**src/rtl/cpu_ctrl_if.sv**
```systemverilog
// Control bundle between the SRM controller (master) and the datapath/memory side (slave).
interface cpu_ctrl_if;
  logic [2:0] opcode;
  logic [1:0] op;
  logic       loada, loadb, loadc, loads;
  logic       asel, bsel;
  logic [1:0] vsel;
  logic [2:0] nsel;
  logic       write;
  logic       load_pc, reset_pc, load_ir, load_addr, addr_sel;
  logic [1:0] mem_cmd;
  logic       halted;

  modport master (
    input  opcode, op,
    output loada, loadb, loadc, loads, asel, bsel, vsel, nsel, write,
           load_pc, reset_pc, load_ir, load_addr, addr_sel, mem_cmd, halted
  );
  modport slave (
    output opcode, op,
    input  loada, loadb, loadc, loads, asel, bsel, vsel, nsel, write,
           load_pc, reset_pc, load_ir, load_addr, addr_sel, mem_cmd, halted
  );
endinterface

```
**src/rtl/cpu_ctrl_fsm.sv**
```systemverilog
// Moore control FSM for the Simple RISC Machine: fetch, PC update, ALU ops, LDR/STR with wait states.
// Optional HALT state for 111/xx is enabled by defining CPU_FSM_HALT_EN.
module cpu_ctrl_fsm #(
  parameter int MEM_WAIT = 1,
  parameter int CNT_W    = $clog2(MEM_WAIT+1)
) (
  input  logic       clk,
  input  logic       reset,
  cpu_ctrl_if.master ctrl
);
  localparam logic [4:0] S_RST    = 5'd0,  S_IF1    = 5'd1,  S_IF2   = 5'd2,  S_UPDPC = 5'd3,
                         S_DECODE = 5'd4,  S_WIMM   = 5'd5,  S_GETA  = 5'd6,  S_GETB  = 5'd7,
                         S_EXECA  = 5'd8,  S_EXECZ  = 5'd9,  S_WREG  = 5'd10, S_CMPX  = 5'd11,
                         S_ADDR   = 5'd12, S_LDADDR = 5'd13, S_MRD   = 5'd14, S_LDWB  = 5'd15,
                         S_GETR   = 5'd16, S_SPASS  = 5'd17, S_MWR   = 5'd18, S_HALT  = 5'd19;

  // Instruction class captured in DECODE so later states never look at the IR again.
  localparam logic [2:0] K_ALU = 3'd0, K_UN = 3'd1, K_CMP = 3'd2, K_LDR = 3'd3, K_STR = 3'd4;

  localparam logic [CNT_W-1:0] CNT_LAST = CNT_W'(MEM_WAIT-1);

  logic [4:0]       state_q, state_d;
  logic [CNT_W-1:0] cnt_q, cnt_d;
  logic [2:0]       kind_q, kind_d;

  always_ff @(posedge clk) begin
    if (reset) begin
      state_q <= S_RST;
      cnt_q   <= '0;
      kind_q  <= K_ALU;
    end else begin
      state_q <= state_d;
      cnt_q   <= cnt_d;
      kind_q  <= kind_d;
    end
  end

  always_comb begin
    state_d = state_q;
    cnt_d   = '0;
    kind_d  = kind_q;
    case (state_q)
      S_RST:    state_d = S_IF1;
      S_IF1:    if (cnt_q == CNT_LAST) state_d = S_IF2; else cnt_d = cnt_q + CNT_W'(1);
      S_IF2:    state_d = S_UPDPC;
      S_UPDPC:  state_d = S_DECODE;
      S_DECODE: begin
        state_d = S_IF1;
        casez ({ctrl.opcode, ctrl.op})
          5'b110_10: state_d = S_WIMM;
          5'b110_00: begin state_d = S_GETB; kind_d = K_UN;  end
          5'b101_00,
          5'b101_10: begin state_d = S_GETA; kind_d = K_ALU; end
          5'b101_01: begin state_d = S_GETA; kind_d = K_CMP; end
          5'b101_11: begin state_d = S_GETB; kind_d = K_UN;  end
          5'b011_00: begin state_d = S_GETA; kind_d = K_LDR; end
          5'b100_00: begin state_d = S_GETA; kind_d = K_STR; end
`ifdef CPU_FSM_HALT_EN
          5'b111_??: state_d = S_HALT;
`endif
          default:   state_d = S_IF1;
        endcase
      end
      S_WIMM:   state_d = S_IF1;
      S_GETA:   state_d = (kind_q == K_LDR || kind_q == K_STR) ? S_ADDR : S_GETB;
      S_GETB:   state_d = (kind_q == K_CMP) ? S_CMPX : (kind_q == K_UN) ? S_EXECZ : S_EXECA;
      S_EXECA,
      S_EXECZ:  state_d = S_WREG;
      S_WREG:   state_d = S_IF1;
      S_CMPX:   state_d = S_IF1;
      S_ADDR:   state_d = S_LDADDR;
      S_LDADDR: state_d = (kind_q == K_STR) ? S_GETR : S_MRD;
      S_MRD:    if (cnt_q == CNT_LAST) state_d = S_LDWB; else cnt_d = cnt_q + CNT_W'(1);
      S_LDWB:   state_d = S_IF1;
      S_GETR:   state_d = S_SPASS;
      S_SPASS:  state_d = S_MWR;
      S_MWR:    if (cnt_q == CNT_LAST) state_d = S_IF1; else cnt_d = cnt_q + CNT_W'(1);
`ifdef CPU_FSM_HALT_EN
      S_HALT:   state_d = S_HALT;
`endif
      default:  state_d = S_RST;
    endcase
  end

  always_comb begin
    ctrl.loada = 1'b0; ctrl.loadb = 1'b0; ctrl.loadc = 1'b0; ctrl.loads = 1'b0;
    ctrl.asel = 1'b0; ctrl.bsel = 1'b0; ctrl.vsel = 2'b00; ctrl.nsel = 3'b000;
    ctrl.write = 1'b0; ctrl.load_pc = 1'b0; ctrl.reset_pc = 1'b0; ctrl.load_ir = 1'b0;
    ctrl.load_addr = 1'b0; ctrl.addr_sel = 1'b0; ctrl.mem_cmd = 2'b00;
    case (state_q)
      S_RST:    begin ctrl.reset_pc = 1'b1; ctrl.load_pc = 1'b1; end
      S_IF1:    begin ctrl.addr_sel = 1'b1; ctrl.mem_cmd = 2'b01; end
      S_IF2:    begin ctrl.addr_sel = 1'b1; ctrl.mem_cmd = 2'b01; ctrl.load_ir = 1'b1; end
      S_UPDPC:  ctrl.load_pc = 1'b1;
      S_WIMM:   begin ctrl.nsel = 3'b100; ctrl.vsel = 2'b01; ctrl.write = 1'b1; end
      S_GETA:   begin ctrl.loada = 1'b1; ctrl.nsel = 3'b100; end
      S_GETB:   begin ctrl.loadb = 1'b1; ctrl.nsel = 3'b001; end
      S_EXECA:  ctrl.loadc = 1'b1;
      S_EXECZ:  begin ctrl.loadc = 1'b1; ctrl.asel = 1'b1; end
      S_WREG:   begin ctrl.nsel = 3'b010; ctrl.write = 1'b1; end
      S_CMPX:   ctrl.loads = 1'b1;
      S_ADDR:   begin ctrl.bsel = 1'b1; ctrl.loadc = 1'b1; end
      S_LDADDR: ctrl.load_addr = 1'b1;
      S_MRD:    ctrl.mem_cmd = 2'b01;
      S_LDWB:   begin ctrl.mem_cmd = 2'b01; ctrl.nsel = 3'b010; ctrl.vsel = 2'b10; ctrl.write = 1'b1; end
      S_GETR:   begin ctrl.loadb = 1'b1; ctrl.nsel = 3'b010; end
      S_SPASS:  begin ctrl.asel = 1'b1; ctrl.loadc = 1'b1; end
      S_MWR:    ctrl.mem_cmd = 2'b10;
      default:  ;
    endcase
  end

`ifdef CPU_FSM_HALT_EN
  assign ctrl.halted = (state_q == S_HALT);
`else
  assign ctrl.halted = 1'b0;
`endif
endmodule

```
**src/flat_wrapper.sv**
```systemverilog
// flat-port wrapper written by rule: the top's interface ports become plain ports
module cpu_ctrl_fsm_flat 
#(
  parameter int MEM_WAIT = 1,
  parameter int CNT_W    = $clog2(MEM_WAIT+1)
)
  (clk, reset, ctrl_opcode, ctrl_op, ctrl_loada, ctrl_loadb, ctrl_loadc, ctrl_loads, ctrl_asel, ctrl_bsel, ctrl_vsel, ctrl_nsel, ctrl_write, ctrl_load_pc, ctrl_reset_pc, ctrl_load_ir, ctrl_load_addr, ctrl_addr_sel, ctrl_mem_cmd, ctrl_halted);
  cpu_ctrl_if ctrl_i ();
  input  logic clk;
  input  logic reset;
  input wire logic [$bits(ctrl_i.opcode)-1:0] ctrl_opcode;
  input wire logic [$bits(ctrl_i.op)-1:0] ctrl_op;
  output wire logic [$bits(ctrl_i.loada)-1:0] ctrl_loada;
  output wire logic [$bits(ctrl_i.loadb)-1:0] ctrl_loadb;
  output wire logic [$bits(ctrl_i.loadc)-1:0] ctrl_loadc;
  output wire logic [$bits(ctrl_i.loads)-1:0] ctrl_loads;
  output wire logic [$bits(ctrl_i.asel)-1:0] ctrl_asel;
  output wire logic [$bits(ctrl_i.bsel)-1:0] ctrl_bsel;
  output wire logic [$bits(ctrl_i.vsel)-1:0] ctrl_vsel;
  output wire logic [$bits(ctrl_i.nsel)-1:0] ctrl_nsel;
  output wire logic [$bits(ctrl_i.write)-1:0] ctrl_write;
  output wire logic [$bits(ctrl_i.load_pc)-1:0] ctrl_load_pc;
  output wire logic [$bits(ctrl_i.reset_pc)-1:0] ctrl_reset_pc;
  output wire logic [$bits(ctrl_i.load_ir)-1:0] ctrl_load_ir;
  output wire logic [$bits(ctrl_i.load_addr)-1:0] ctrl_load_addr;
  output wire logic [$bits(ctrl_i.addr_sel)-1:0] ctrl_addr_sel;
  output wire logic [$bits(ctrl_i.mem_cmd)-1:0] ctrl_mem_cmd;
  output wire logic [$bits(ctrl_i.halted)-1:0] ctrl_halted;
  assign ctrl_i.opcode = ctrl_opcode;
  assign ctrl_i.op = ctrl_op;
  assign ctrl_loada = ctrl_i.loada;
  assign ctrl_loadb = ctrl_i.loadb;
  assign ctrl_loadc = ctrl_i.loadc;
  assign ctrl_loads = ctrl_i.loads;
  assign ctrl_asel = ctrl_i.asel;
  assign ctrl_bsel = ctrl_i.bsel;
  assign ctrl_vsel = ctrl_i.vsel;
  assign ctrl_nsel = ctrl_i.nsel;
  assign ctrl_write = ctrl_i.write;
  assign ctrl_load_pc = ctrl_i.load_pc;
  assign ctrl_reset_pc = ctrl_i.reset_pc;
  assign ctrl_load_ir = ctrl_i.load_ir;
  assign ctrl_load_addr = ctrl_i.load_addr;
  assign ctrl_addr_sel = ctrl_i.addr_sel;
  assign ctrl_mem_cmd = ctrl_i.mem_cmd;
  assign ctrl_halted = ctrl_i.halted;
  cpu_ctrl_fsm #(.MEM_WAIT(MEM_WAIT), .CNT_W(CNT_W)) u_core (.clk(clk), .reset(reset), .ctrl(ctrl_i));
endmodule
```
**config.mk**
```make
export PLATFORM = sky130hd
export DESIGN_NAME = cpu_ctrl_fsm_flat
export DESIGN_NICKNAME = d
export VERILOG_FILES = /design/src/rtl/cpu_ctrl_if.sv /design/src/rtl/cpu_ctrl_fsm.sv /design/src/flat_wrapper.sv
export SDC_FILE = /design/constraint.sdc
export NUM_CORES = 1
export LEC_CHECK = 0
export CAP_MARGIN = 10
export CORE_MARGIN = 5
export CORE_UTILIZATION = 48
export DETAILED_ROUTE_END_ITERATION = 10
export PLACE_DENSITY = 0.9
export SYNTH_ARGS = -nofsm -noshare
export SYNTH_HDL_FRONTEND = slang
export SYNTH_SLANG_ARGS = --single-unit
```
**constraint.sdc**
```tcl
create_clock -name clk -period 2.3 [get_ports clk]
set_input_delay 0.23 -clock clk [delete_from_list [all_inputs] [get_ports clk]]
set_output_delay 0.23 -clock clk [all_outputs]
set_load 0.03 [all_outputs]
```
# Word-level counts from Yosys, hierarchy flattened
# Cells that the tools add are included.
[word_totals] memories=0 romBits=0 regBits=9 out_inout_bits=20 inputBits=7 latch_bits=0 ramBits=0
[op_classes] mux=25 n_reduce_logical=21 magnitude_cmp=0 shifts=0 n_div=0 eq_ne=33 multipliers=0 bitwise=2 addsub=1
[ops] op="$pmux W5 S14" n=1
[ops] op="$eq A5 B5 Y1 const B" n=10
[ops] op="$eq A5 B4 Y1 const B" n=9
[ops] op="$mux W5" n=5
[ops] op="$eq A5 B3 Y1 const B" n=4
[ops] op="$pmux W3 S3" n=2
[ops] op="$reduce_or A2 Y1" n=8
[ops] op="$pmux W3 S5" n=1
[ops] op="$mux W1" n=13
[ops] op="$reduce_or A3 Y1" n=4
[ops] op="$eq A5 B2 Y1 const B" n=2
[ops] op="$reduce_or A5 Y1" n=2
[ops] op="$pmux W2 S2" n=2
[ops] op="$reduce_or A4 Y1" n=2
[ops] op="$eq A3 B2 Y1 const B" n=2
[ops] op="$ne A2 B2 Y1 const B" n=3
[ops] op="$eq A5 B1 Y1 const B" n=1
[ops] op="$logic_not A5 Y1" n=1
[ops] op="$reduce_bool A5 Y1" n=1
[ops] op="$mux W4" n=1
[ops] op="$eq A3 B1 Y1 const B" n=1
[ops] op="$eq A3 B3 Y1 const B" n=1
[ops] op="$reduce_and A3 Y1" n=1
[ops] op="$not A1 Y1" n=2
[ops] op="other kinds (3)" n=3

# Logic depth before layout (Yosys ltp)
[depth] ltp_word=4 ltp_mapped=7 ltp_nobuf=5

# Least setup slack after synthesis
# OpenSTA, ideal clock, no wires.
[synth_timing] path_type="flip-flop to output port" start="register u_core.state_q[1]" end="output ctrl_loads" arrival_ns=2.202 slack_ns=-0.132 path_buffers=3 stages_incl_launch_ff=6 t_required_ns=2.070 cell_sequence="dfxtp_1 > clkbuf_1 > clkbuf_1 > buf_1 > nand2_1 > nor4_1"
[synth_between] elab_chain_cells=2
[synth_lines] element="start, declared" line="cpu_ctrl_fsm.sv:22" rtl="logic [4:0] state_q, state_d;"
[synth_lines] element="start signal, assigned" line="cpu_ctrl_fsm.sv:32" rtl="state_q <= state_d;"
[synth_lines] element="$eq A5 B4 Y1" line="cpu_ctrl_fsm.sv:90" rtl="case (state_q)"
[synth_lines] element="$mux W1" line="cpu_ctrl_fsm.sv:90"
[synth_lines] element="end, declared" line="flat_wrapper.sv:16" rtl="output wire logic [$bits(ctrl_i.loads)-1:0] ctrl_loads;"
# Every way passes these cells.

# Worst setup path in the final report
[layout_timing] start="register u_core.state_q[2]" end="output ctrl_addr_sel"
[layout_between] elab_chain_cells=3
[layout_lines] element="$eq A5 B1 Y1 / $eq A5 B2 Y1 (equally long branches)" line="cpu_ctrl_fsm.sv:90"
[layout_lines] element="$reduce_or A2 Y1 (no source line) *"
[layout_lines] element="$mux W1 *" line="cpu_ctrl_fsm.sv:90"
[layout_lines] element="end, declared" line="flat_wrapper.sv:26" rtl="output wire logic [$bits(ctrl_i.addr_sel)-1:0] ctrl_addr_sel;"
# Every way passes the cells marked *; elsewhere a longest branch is shown, timed or not.

==> metrics.cfg <==
[floorplan]
die_w_um = 56.0
core_area_sq_um = 1980
floorplan.rows = 16
start_util = 0.512
fp.dieArea_sq_um = 3130
pin_count = 27
die_height_um = 56.0

[sta]
setup_viol = 0
finalWorstSetupSlack_ns = 0.0496
tightest_slew_ns = 0.486
hold_viol_final = 0
finalCritPeriodShare = 0.978
clock_skew_ns = 0.0120
final.setup.tns_ns = 0
final_max_slew_viol_count = 0
fmax_ghz = 0.444
rsz0062_at_grt = false
period_minus_slack_ns = 2.25
slew_headroom = 0.672

[routing]
via_per_inst = 6.09
drt-initial-drc-count = 46
wl_um = 3030
routedWlPerCell_um = 14.3
drt_drc_violations_left = 0
first_pass_iters = 4
final_antenna_net_count = 0
vias = 1291

[logic_synthesis]
synth_area_per_cell_sq_um = 6.26
synth.area.top_cells = dfxtp_1 (18%), a21oi_1 (8.4%), nor2_1 (7.0%)
yosysTopAreaCellShare = 0.178
syn_area_sq_um = 1010
synth_cell_types = 41
synth_most_common_cell = nor2_1
syn_inst = 162
yosys_warnings = 0
synth_edf_count = 0
ys.flop_type = dfxtp_1
synth_area_leader_cell = dfxtp_1
async_flop_share = 0
ys_seq_area_frac = 0.178
ys_ff_latch = 9
synth_common_cells = nor2_1 (19), a21oi_1 (17), nand2_1 (15), o21ai_0 (13), clkbuf_1 (10)

[clocking]
clk_pin_slew_ns = 0.07
cts_made_buffers = 3
cts_tree = yes
cts_root_buf = clkbuf_4
clockBufferDepth = 2
clk_latency_ns = 0.28
h-tree-depth = 1
clock_sinks = 9

[setup_path]
crit_type = register to primary output
cp.required_ns = 2.07
reg2reg_slack_ns = 0.21
arrival_ns = 2.02
critPathCaptureType = primary output
cp-start-kind = register
crit_fanout = 11

[cells_and_area]
antenna_cells = 0
fill_cells = 170
synthToLayoutAreaGrowth_pct = 33.4
drive_above_1_share = 0.0973
final_nets = 193

[placement]
port_buffers = 25
place_hpwl_um = 2240
place_ws_ns = 0.258
gp_congestion = 0.906

[grt]
antenna_found_initial = 0
met1_usage = 0.225
grt-ovfl-total = 0
met2_usage = 0.347
busiest_layer = met2
grtUsageMet3 = 0.0348
grt_max_degree = 20
grt_pass1_wl_um = 5050
grt_pass1_vias = 1188
grt_use_total = 0.193

[power_and_ir_drop]
p_per_area_nw_per_um2 = 645
vdd_drop_max_mv = 0.475
power_mw = 0.873
leakage_nw = 0.623

[outcome]
status = complete, no violations

[min_path]
hp-class = register to register

[run]
cap_violations = 0

==> cells by family (layout without fill, tap and decap cells) <==
logic type / count (synthesis) / in the layout / synth area share
buf+inv: 18 / 40 / 0.0715
compound gates: 51 / 51 / 0.303
flops: 9 / 9 / 0.178
simple gates: 82 / 82 / 0.435
xor+xnor: 1 / 1 / 0.00863
other cells: 1 / 2 / 0.00370
==> repair_timing <==
item / 4_1_cts / 5_1_grt
endpoints found under the setup margin: 4 / 13
cloned: 0 / 0
gates resized for setup: 3 / 12
hold buffers: 0 / 0
endpoints found under the hold margin: 0 / 0
buffers inserted: 0 / 0
==> power breakdown <==
group	total, mW	leakage (nW)	switching [mW]	internal [mW]
registers	0.226	0.0745	0.0507	0.175
logic	0.517	0.534	0.306	0.211
clock network	0.130	0.0150	0.0632	0.0671
total	0.873	0.623	0.420	0.453
==> through the flow <==
stage	hold WS (ns)	std cells	util	cell area, sq um
3_3_place_gp	0.502	208	0.657	1300
5_1_grt	0.572	212	0.683	1350
6_report	0.551	212	0.683	1350
4_1_cts	0.539	212	0.669	1330
2_1_floorplan	0.417	163	-	1020
3_5_place_dp	0.528	208	0.657	1300
==> path summary, 6_finish.rpt <==
check        depth (start not counted)               end               from
min reg2reg                          2  u_core.kind_q[2]   u_core.kind_q[2]
max                                  3     ctrl_addr_sel  u_core.state_q[2]
min                                  2  u_core.kind_q[2]   u_core.kind_q[2]
max reg2reg                          4  u_core.kind_q[0]  u_core.state_q[2]
==> worst max-delay path, cell delays in order (launching register included) <==
cell,delay [ns]
dfxtp_1,0.39
or3_1,0.48
a21oi_1,0.17
clkdlybuf4s50_1,0.70
==> metal layers <==
layer,vias up,routed length [um]
met2,77,1480
met4,0,56
li1,633,-
met1,575,1240
met5,-,0
met3,6,254
==> cells in the final DEF (no fill, tap or decap), types with 3 or more instances in the layout <==
cell type         n
a211oi_1          5
a21oi_1          17
a31oi_1           5
buf_4             8
clkbuf_4          3
clkdlybuf4s50_1  12
dfxtp_1           6
dfxtp_2           3
dlymetal6s2s_1   10
inv_1             4
nand2_1          15
nand2b_1          7
nand3_1           3
nor2_1           19
nor2b_1           8
nor3_1            6
nor3b_1           5
o21ai_0          13
or3_1             4
==> layout make-up <==
type                       count  area (sq um)  share of cell area
sequential                     9           184               0.136
timing repair buffer          32           323               0.238
multi-input combinational    136           772               0.570
tap                           27          33.8              0.0250
inverter                       4          15.0              0.0111
clock buffer                   4          26.3              0.0194
==> state kept, by name, summed over array words and instances (netlist names) <==
name	cells
u_core.kind_q	3
u_core.state_q	5
u_core.cnt_q	1
Power figures use the tool's default switching activity.
